--- src/rtl/bank_tracking_cmd_decoder.sv ---
// Registered DRAM command decoder with per-bank open-row tracking,
// ACT->RD/WR (tRCD) spacing checks and protocol-violation flags.
module bank_tracking_cmd_decoder #(
  parameter int ADDR_W   = 32,
  parameter int ROW_W    = 16,
  parameter int COL_W    = 10,
  parameter int COL_LSB  = 6,
  parameter int BANK_W   = 3,
  parameter int BANK_LSB = 3,
  parameter int T_RCD    = 3
) (
  input  logic                   sys_clk,
  input  logic                   sys_rst,
  input  logic [ADDR_W-1:0]      addr,
  input  logic                   chip_select,
  input  logic                   ras,
  input  logic                   cas,
  input  logic                   we,
  output logic [3:0]             cmd_out,
  output logic                   cmd_out_valid,
  output logic [ROW_W-1:0]       row_out,
  output logic [COL_W-1:0]       col_out,
  output logic [BANK_W-1:0]      bank_out,
  output logic [2**BANK_W-1:0]   bank_open,
  output logic                   row_hit,
  output logic                   err_closed,
  output logic                   err_open,
  output logic                   err_trcd,
  output logic                   err_ref,
  output logic [7:0]             err_count
);

  localparam int unsigned NUM_BANKS = 2**BANK_W;
  localparam logic [3:0]  RCD_LOAD  = 4'(T_RCD - 1);

  typedef enum logic [3:0] {
    CMD_NOP = 4'd0, CMD_MRS = 4'd1, CMD_ACT = 4'd2, CMD_REF = 4'd3,
    CMD_PRE = 4'd4, CMD_RD  = 4'd5, CMD_WR  = 4'd6, CMD_BST = 4'd7
  } cmd_e;

  logic [ROW_W-1:0] open_row [NUM_BANKS];
  logic [3:0]       rcd_cnt  [NUM_BANKS];

  cmd_e              cmd_d;
  logic              cmd_valid;
  logic [ROW_W-1:0]  row_f;
  logic [COL_W-1:0]  col_f;
  logic [BANK_W-1:0] bank_f;
  logic              is_act, is_pre, is_rdwr, is_ref;
  logic              sel_open;
  logic              err_closed_d, err_open_d, err_trcd_d, err_ref_d, row_hit_d, any_err;
  // Address bits outside the row/col/bank fields are intentionally ignored.
  logic              addr_unused;

  assign addr_unused = ^addr;

  always_comb begin
    cmd_valid = chip_select & ~(ras & cas & we);
    case ({we, cas, ras})
      3'b000:  cmd_d = CMD_MRS;
      3'b001:  cmd_d = CMD_REF;
      3'b010:  cmd_d = CMD_PRE;
      3'b011:  cmd_d = CMD_RD;
      3'b100:  cmd_d = CMD_ACT;
      3'b101:  cmd_d = CMD_WR;
      3'b110:  cmd_d = CMD_BST;
      default: cmd_d = CMD_NOP;
    endcase

    row_f  = addr[ADDR_W-1 -: ROW_W];
    col_f  = addr[COL_LSB +: COL_W];
    bank_f = addr[BANK_LSB +: BANK_W];

    is_act  = cmd_valid && (cmd_d == CMD_ACT);
    is_pre  = cmd_valid && (cmd_d == CMD_PRE);
    is_ref  = cmd_valid && (cmd_d == CMD_REF);
    is_rdwr = cmd_valid && ((cmd_d == CMD_RD) || (cmd_d == CMD_WR));

    // All checks look at pre-update bank state.
    sel_open     = bank_open[bank_f];
    err_open_d   = is_act && sel_open;
    err_closed_d = (is_rdwr || is_pre) && !sel_open;
    err_trcd_d   = is_rdwr && sel_open && (rcd_cnt[bank_f] != 4'd0);
    err_ref_d    = is_ref && (|bank_open);
    row_hit_d    = is_rdwr && sel_open && (open_row[bank_f] == row_f);
    any_err      = err_open_d | err_closed_d | err_trcd_d | err_ref_d;
  end

  always_ff @(posedge sys_clk) begin
    if (sys_rst) begin
      cmd_out       <= '0;
      cmd_out_valid <= 1'b0;
      row_out       <= '0;
      col_out       <= '0;
      bank_out      <= '0;
      bank_open     <= '0;
      row_hit       <= 1'b0;
      err_closed    <= 1'b0;
      err_open      <= 1'b0;
      err_trcd      <= 1'b0;
      err_ref       <= 1'b0;
      err_count     <= '0;
      for (int unsigned b = 0; b < NUM_BANKS; b++) begin
        open_row[b] <= '0;
        rcd_cnt[b]  <= '0;
      end
    end else begin
      cmd_out       <= cmd_valid ? cmd_d : CMD_NOP;
      cmd_out_valid <= cmd_valid;
      row_out       <= row_f;
      col_out       <= col_f;
      bank_out      <= bank_f;
      row_hit       <= row_hit_d;
      err_closed    <= err_closed_d;
      err_open      <= err_open_d;
      err_trcd      <= err_trcd_d;
      err_ref       <= err_ref_d;
      if (any_err && (err_count != '1))
        err_count <= err_count + 8'd1;

      for (int unsigned b = 0; b < NUM_BANKS; b++)
        rcd_cnt[b] <= (rcd_cnt[b] != 4'd0) ? rcd_cnt[b] - 4'd1 : 4'd0;

      // Later assignment overrides the free-running decrement for the activated bank.
      if (is_act && !sel_open) begin
        bank_open[bank_f] <= 1'b1;
        open_row[bank_f]  <= row_f;
        rcd_cnt[bank_f]   <= RCD_LOAD;
      end
      if (is_pre && sel_open)
        bank_open[bank_f] <= 1'b0;
    end
  end

endmodule

--- config.mk ---
export PLATFORM = sky130hd
export DESIGN_NAME = bank_tracking_cmd_decoder
export DESIGN_NICKNAME = d
export VERILOG_FILES = /design/src/rtl/bank_tracking_cmd_decoder.sv
export SDC_FILE = /design/constraint.sdc
export NUM_CORES = 1
export LEC_CHECK = 0
export BUFFER_PORTS_ARGS = -buffer_cell sky130_fd_sc_hd__buf_2
export CAP_MARGIN = 20
export CORE_MARGIN = 2
export CORE_UTILIZATION = 55
export CTS_CLUSTER_SIZE = 10
export DETAILED_ROUTE_END_ITERATION = 8
export PLACE_DENSITY = 0.75
export SYNTH_ARGS = -nofsm -noshare
export SYNTH_HDL_FRONTEND = slang
export SYNTH_SLANG_ARGS = --single-unit
--- constraint.sdc ---
create_clock -name sys_clk -period 5.16 [get_ports sys_clk]
set_input_delay 1.032 -clock sys_clk [delete_from_list [all_inputs] [get_ports sys_clk]]
set_output_delay 1.032 -clock sys_clk [all_outputs]
set_load 0.01 [all_outputs]
* After elaboration in Yosys (flattened, before gate mapping)
Memories as Yosys holds them, arrays and structs flattened.
Index checks and enable logic that the tools add are counted.
W data, S select, Z words.
** Word-level totals
- Memories :: 2
- Input port bits :: 38
- Word-level logic and storage cells :: 120
- RAM bits :: 160
- Bits in registers :: 55
- Output and inout bits :: 55
** Memories
- open_row :: words 8, bits a word 16, rd ports 1, clocked after memory_dff 0, write ports 8, line 41 : logic [ROW_W-1:0] open_row [NUM_BANKS];
- rcd_cnt :: words 8, bits a word 4, rd ports 9, clocked after memory_dff 0, write ports 9, line 42 : logic [3:0] rcd_cnt [NUM_BANKS];
** Cells by class
- Reductions and logical operators :: 30
- Bitwise logic cells :: 19
- Equal/unequal tests :: 13
- Multiplexer cells :: 33
- $lt $le $gt $ge :: 2
- $add $sub $neg :: 9
** Operators with widths (count)
- $mux W4 :: 16
- $reduce_bool A4 Y1 :: 9
- $sub A4 B1 Y4 const B :: 8
- $mux W8 :: 3
- $pmux W3 S7 :: 1
- $eq A16 B16 Y1 :: 1
- $mux W16 :: 1
- $reduce_or A16 Y1 :: 1
- $logic_and A1 B1 Y1 :: 14
- $eq A4 B3 Y1 const B :: 3
- $or A1 B1 Y1 :: 11
- $eq A3 B3 Y1 const B :: 3
- $mux W1 :: 9
- $add A8 B1 Y8 const B :: 1
- $and A8 B8 Y8 :: 1
- $eq A4 B2 Y1 const B :: 2
- $ne A8 B8 Y1 const B :: 1
- $not A8 Y8 :: 1
- $or A8 B8 Y8 :: 1
- $reduce_or A8 Y1 :: 1
- $eq A3 B2 Y1 const B :: 2
- $lt A3 B4 Y1 const B :: 1
- $and A1 B1 Y1 :: 3
- $bmux W1 S3 :: 1
- other kinds (9) :: 11

* Longest topological paths before layout
- Depth in word-level cells :: 11
- Gate-level depth with buffers :: 11
- Depth with buffers taken out :: 7

* Worst setup path before layout
Ideal clock, no wire load.
- Path type :: in2reg
- From :: input addr[4]
- To :: memory open_row[0][0] (enable)
- Data required time :: 4.783 ns
- Stages on the path :: 7
- Path buffers :: 1
- Path slack :: 1.995 ns
- Setup time :: 0.377 ns
- Arrival time :: 2.788 ns
- Cells stage by stage :: buf_4 -> nor2_1 -> a221oi_1 -> or2_2 -> a21oi_2 -> nand2_1 -> nand2b_1
** RTL lines
- start, declared :: line 14 : input logic [ADDR_W-1:0] addr,
- end, declared :: line 41

==> run metrics <==
top-area cell type share of the netlist area between 40 and 50%; post-DR vias/cell approximately 6; GR Util All Layers 26.84%; total iterations of the first detailed-routing run 5; Worst Tran Pin Value 0.9364 ns; Worst setup SP type primary input; max-slew violation total from the final report 0; Worst path max stage delay 0.51 ns; clk_skew 0.01048 ns; row cnt 46; Worst EP required 5.36 ns; post-route ant nets 0; outcome completed; synthesis-stage register bit count 214; H-tree levels 1; Area Overhead vs Synth 15.50%; Final min period 3.569 ns; fin crit share 69.17%; P_leak around 0.0040 uW; top post-synthesis cells by area edfxtp_1 43%, dfxtp_1 19%, nor2_1 7.0%, nand2b_1 2.6%, mux2i_1 2.5%; post-synthesis cell count 791; input/output buffers ~90; Peak Freq 280.2 MHz; CP Max Fanout 24; DP Wirelength ~15000 um; Die Span Y between 100 and 150 um; Power Density 365.5 nW/um2; VDD IR max ~0.25 mV; Cell variety after synth 61; DR vias 6741; critical path's slowest cell nand2b_1; Total Routed Length 23410 um; CTS root buf clkbuf_16; total negative slack 0 ns; CTS resizes 0; Starting DRT DRC Count 746; crit path kind in2reg; postcts setup bufs 0; die area between 15000 and 20000 um2; syn_area_per_cell 11.33 um2; RSZ-0062 raised after global routing false; Max clock buf depth 3; CTS tree done; placer's final routability congestion estimate 0.9050; Worst Setup SP addr[4]; Net count, final 922; # IOs just over 90; final hold slack around 0.46 ns; CP Capture Type register; Slew HR 37.10%; CTS buffer count 25; hold_buf cts 0; worst r2r src bank_open[7]; routed length per instance around 21 um; number of flops mapped to enable cells by yosys 128; n_diodes 0; Final Setup Violations 0; Critical R2R Capture open_row[3][4]; CTS clk-pin slew, worst paths 0.05 ns; first-pass GRT wire length approximately 37000 um; die width 131.6 um; clock tree sinks 214; Critical Path AT 3.77 ns; initial antenna violation count 0; Synth Net Count 830; worst path cell trace buf_2 -> and2_1 -> a221oi_1 -> or2_2 -> a21oi_2 -> nand2_1 -> nand2b_1 -> buf_4; number of global-route vias before repair 6709; yosys warns 0; worst-skew pair later-pin latency 0.51 ns; reg2reg path depth 7; drc violations 0; endpoints failing hold 0; instance count on the critical path 8; WP buf/inv 2; grt total ovfl 0; Post-synth top flop edfxtp_1; largest net degree at the start of global routing 48; core area 15890 um2; crit path to open_row[3][4]; cell taking the most area after synthesis edfxtp_1; Post-synth ARST share 0%; Hold Crit Class reg2reg; delay-heaviest family, CP simple AND/OR/NAND/NOR gates; Post-Synthesis Cell Area 8960 um2; share of layout cells above drive strength 1 19.24%; sequential element share of the synthesized area 62.11%; R2R setup slack between 2 and 3 ns; max cap viols 0; Initial Util 56.40%
-- logic make-up after synthesis --
group | Yosys count | share of synthesized area (%)
flip-flops | 214 | 62.11
AND/OR/NAND/NOR | 309 | 16.81
XOR/XNOR | 28 | 2.737
AO/OA/AOI/OAI | 122 | 9.803
adder cells (fa/ha/maj) | 1 | 0.1396
buffers and inverters | 82 | 4.008
other | 1 | 0.04185
multiplexers | 34 | 4.343
-- stage by stage --
step / util [%] / worst slack [ns] / instances / area (um2) / total power, uW
after global placement: 60.63 / 1.121 / 1071 / 9630 / 2229
after detailed placement: 60.63 / 1.123 / 1071 / 9630 / 2242
final: 65.15 / 1.591 / 1115 / 10350 / 3782
after global routing: 65.15 / 1.415 / 1115 / 10350 / 3890
after CTS: 65.12 / 1.636 / 1114 / 10340 / 3786
after floorplan: - / 1.995 / 791 / 8960 / 2134
-- per-layer routing --
metal / part of all wire, % / GRT usage [%] / wire (um) / vias to the layer above
met5: 0 / 0 / 0 / -
li1: - / - / - / 3002
met2: 49 / 45.61 / 11560 / 388
met4: 3.6 / 10.63 / 852 / 0
met1: 39 / 34.76 / 9023 / 3285
met3: 8.4 / 3.935 / 1968 / 66
-- cell type report --
cell class	count	area, um2
clock buffers	43	713.2
multi-input cells	495	3035
well taps	216	270.3
inverters	31	116.4
fillers	1236	5537
repair buffers	116	648.1
flip-flops and latches	214	5565
-- layout by cell type (no fill, tap or decap), drive strengths merged, types with 4 or more instances in the layout --
cell type	Yosys	layout
nor2b	18	18
mux2	9	9
o21ai	20	20
dfxtp	86	86
nand2	18	18
nor3	17	17
a221oi	20	20
or4b	6	6
a31oi	7	7
buf	18	116
clkbuf	33	43
inv	31	31
nand4	9	9
o2bb2ai	4	4
edfxtp	128	128
xor2	9	9
o31ai	8	8
nand2b	37	37
a22oi	16	16
nand3	5	5
mux2i	22	22
nor2	168	168
a21oi	27	27
xnor2	19	19
nor4	11	11
-- Yosys cell counts (3+ instances only) --
| cell type | n |
|---|---|
| or4b_2 | 6 |
| xnor2_1 | 19 |
| and3b_1 | 3 |
| a22oi_1 | 16 |
| nor2_1 | 167 |
| nor2b_1 | 18 |
| nor4_1 | 10 |
| o21ai_0 | 19 |
| or3_1 | 3 |
| mux2_2 | 8 |
| a21oi_1 | 26 |
| nand4_1 | 9 |
| o31ai_1 | 8 |
| clkbuf_1 | 33 |
| nand2_1 | 18 |
| o2bb2ai_1 | 4 |
| buf_2 | 8 |
| nand3_1 | 5 |
| edfxtp_1 | 128 |
| mux2i_1 | 22 |
| xor2_1 | 9 |
| nand2b_1 | 37 |
| dfxtp_1 | 86 |
| a221oi_1 | 18 |
| a31oi_1 | 7 |
| buf_4 | 7 |
| o22ai_1 | 3 |
| nor3_1 | 17 |
| mux4_2 | 3 |
| inv_1 | 31 |
-- worst min-delay path by stage --
stage	depth (start not counted)	from	end	slack, ns
4_1_cts	2	rcd_cnt[7][3]	rcd_cnt[7][3]	0.47
3_3_place_gp	2	rcd_cnt[2][3]	rcd_cnt[2][3]	0.44
3_5_place_dp	2	rcd_cnt[7][3]	rcd_cnt[7][3]	0.45
5_1_grt	2	rcd_cnt[2][3]	rcd_cnt[2][3]	0.49
2_1_floorplan	2	rcd_cnt[1][3]	rcd_cnt[1][3]	0.43
6_report	2	rcd_cnt[2][3]	rcd_cnt[2][3]	0.46
-- state kept, by name, summed over array words and instances, names as in the netlist --
name           cells
bank_open          8
col_out           10
bank_out           3
cmd_out_valid      1
err_open           1
err_ref            1
row_hit            1
open_row         128
rcd_cnt           32
row_out           16
err_count          8
err_closed         1
err_trcd           1
cmd_out            3
-- tightest hold or removal path: stages, from the launching register on --
cell	delay, ns
dfxtp_1	0.32
o31ai_1	0.06
nor2_1	0.04
-- power breakdown --
part / internal, uW / total, uW / switching [uW]
clock network: 925 / 1570 / 643
logic: 114 / 308 / 195
registers: 1870 / 1910 / 34.3
Power figures use the tool's default switching activity.
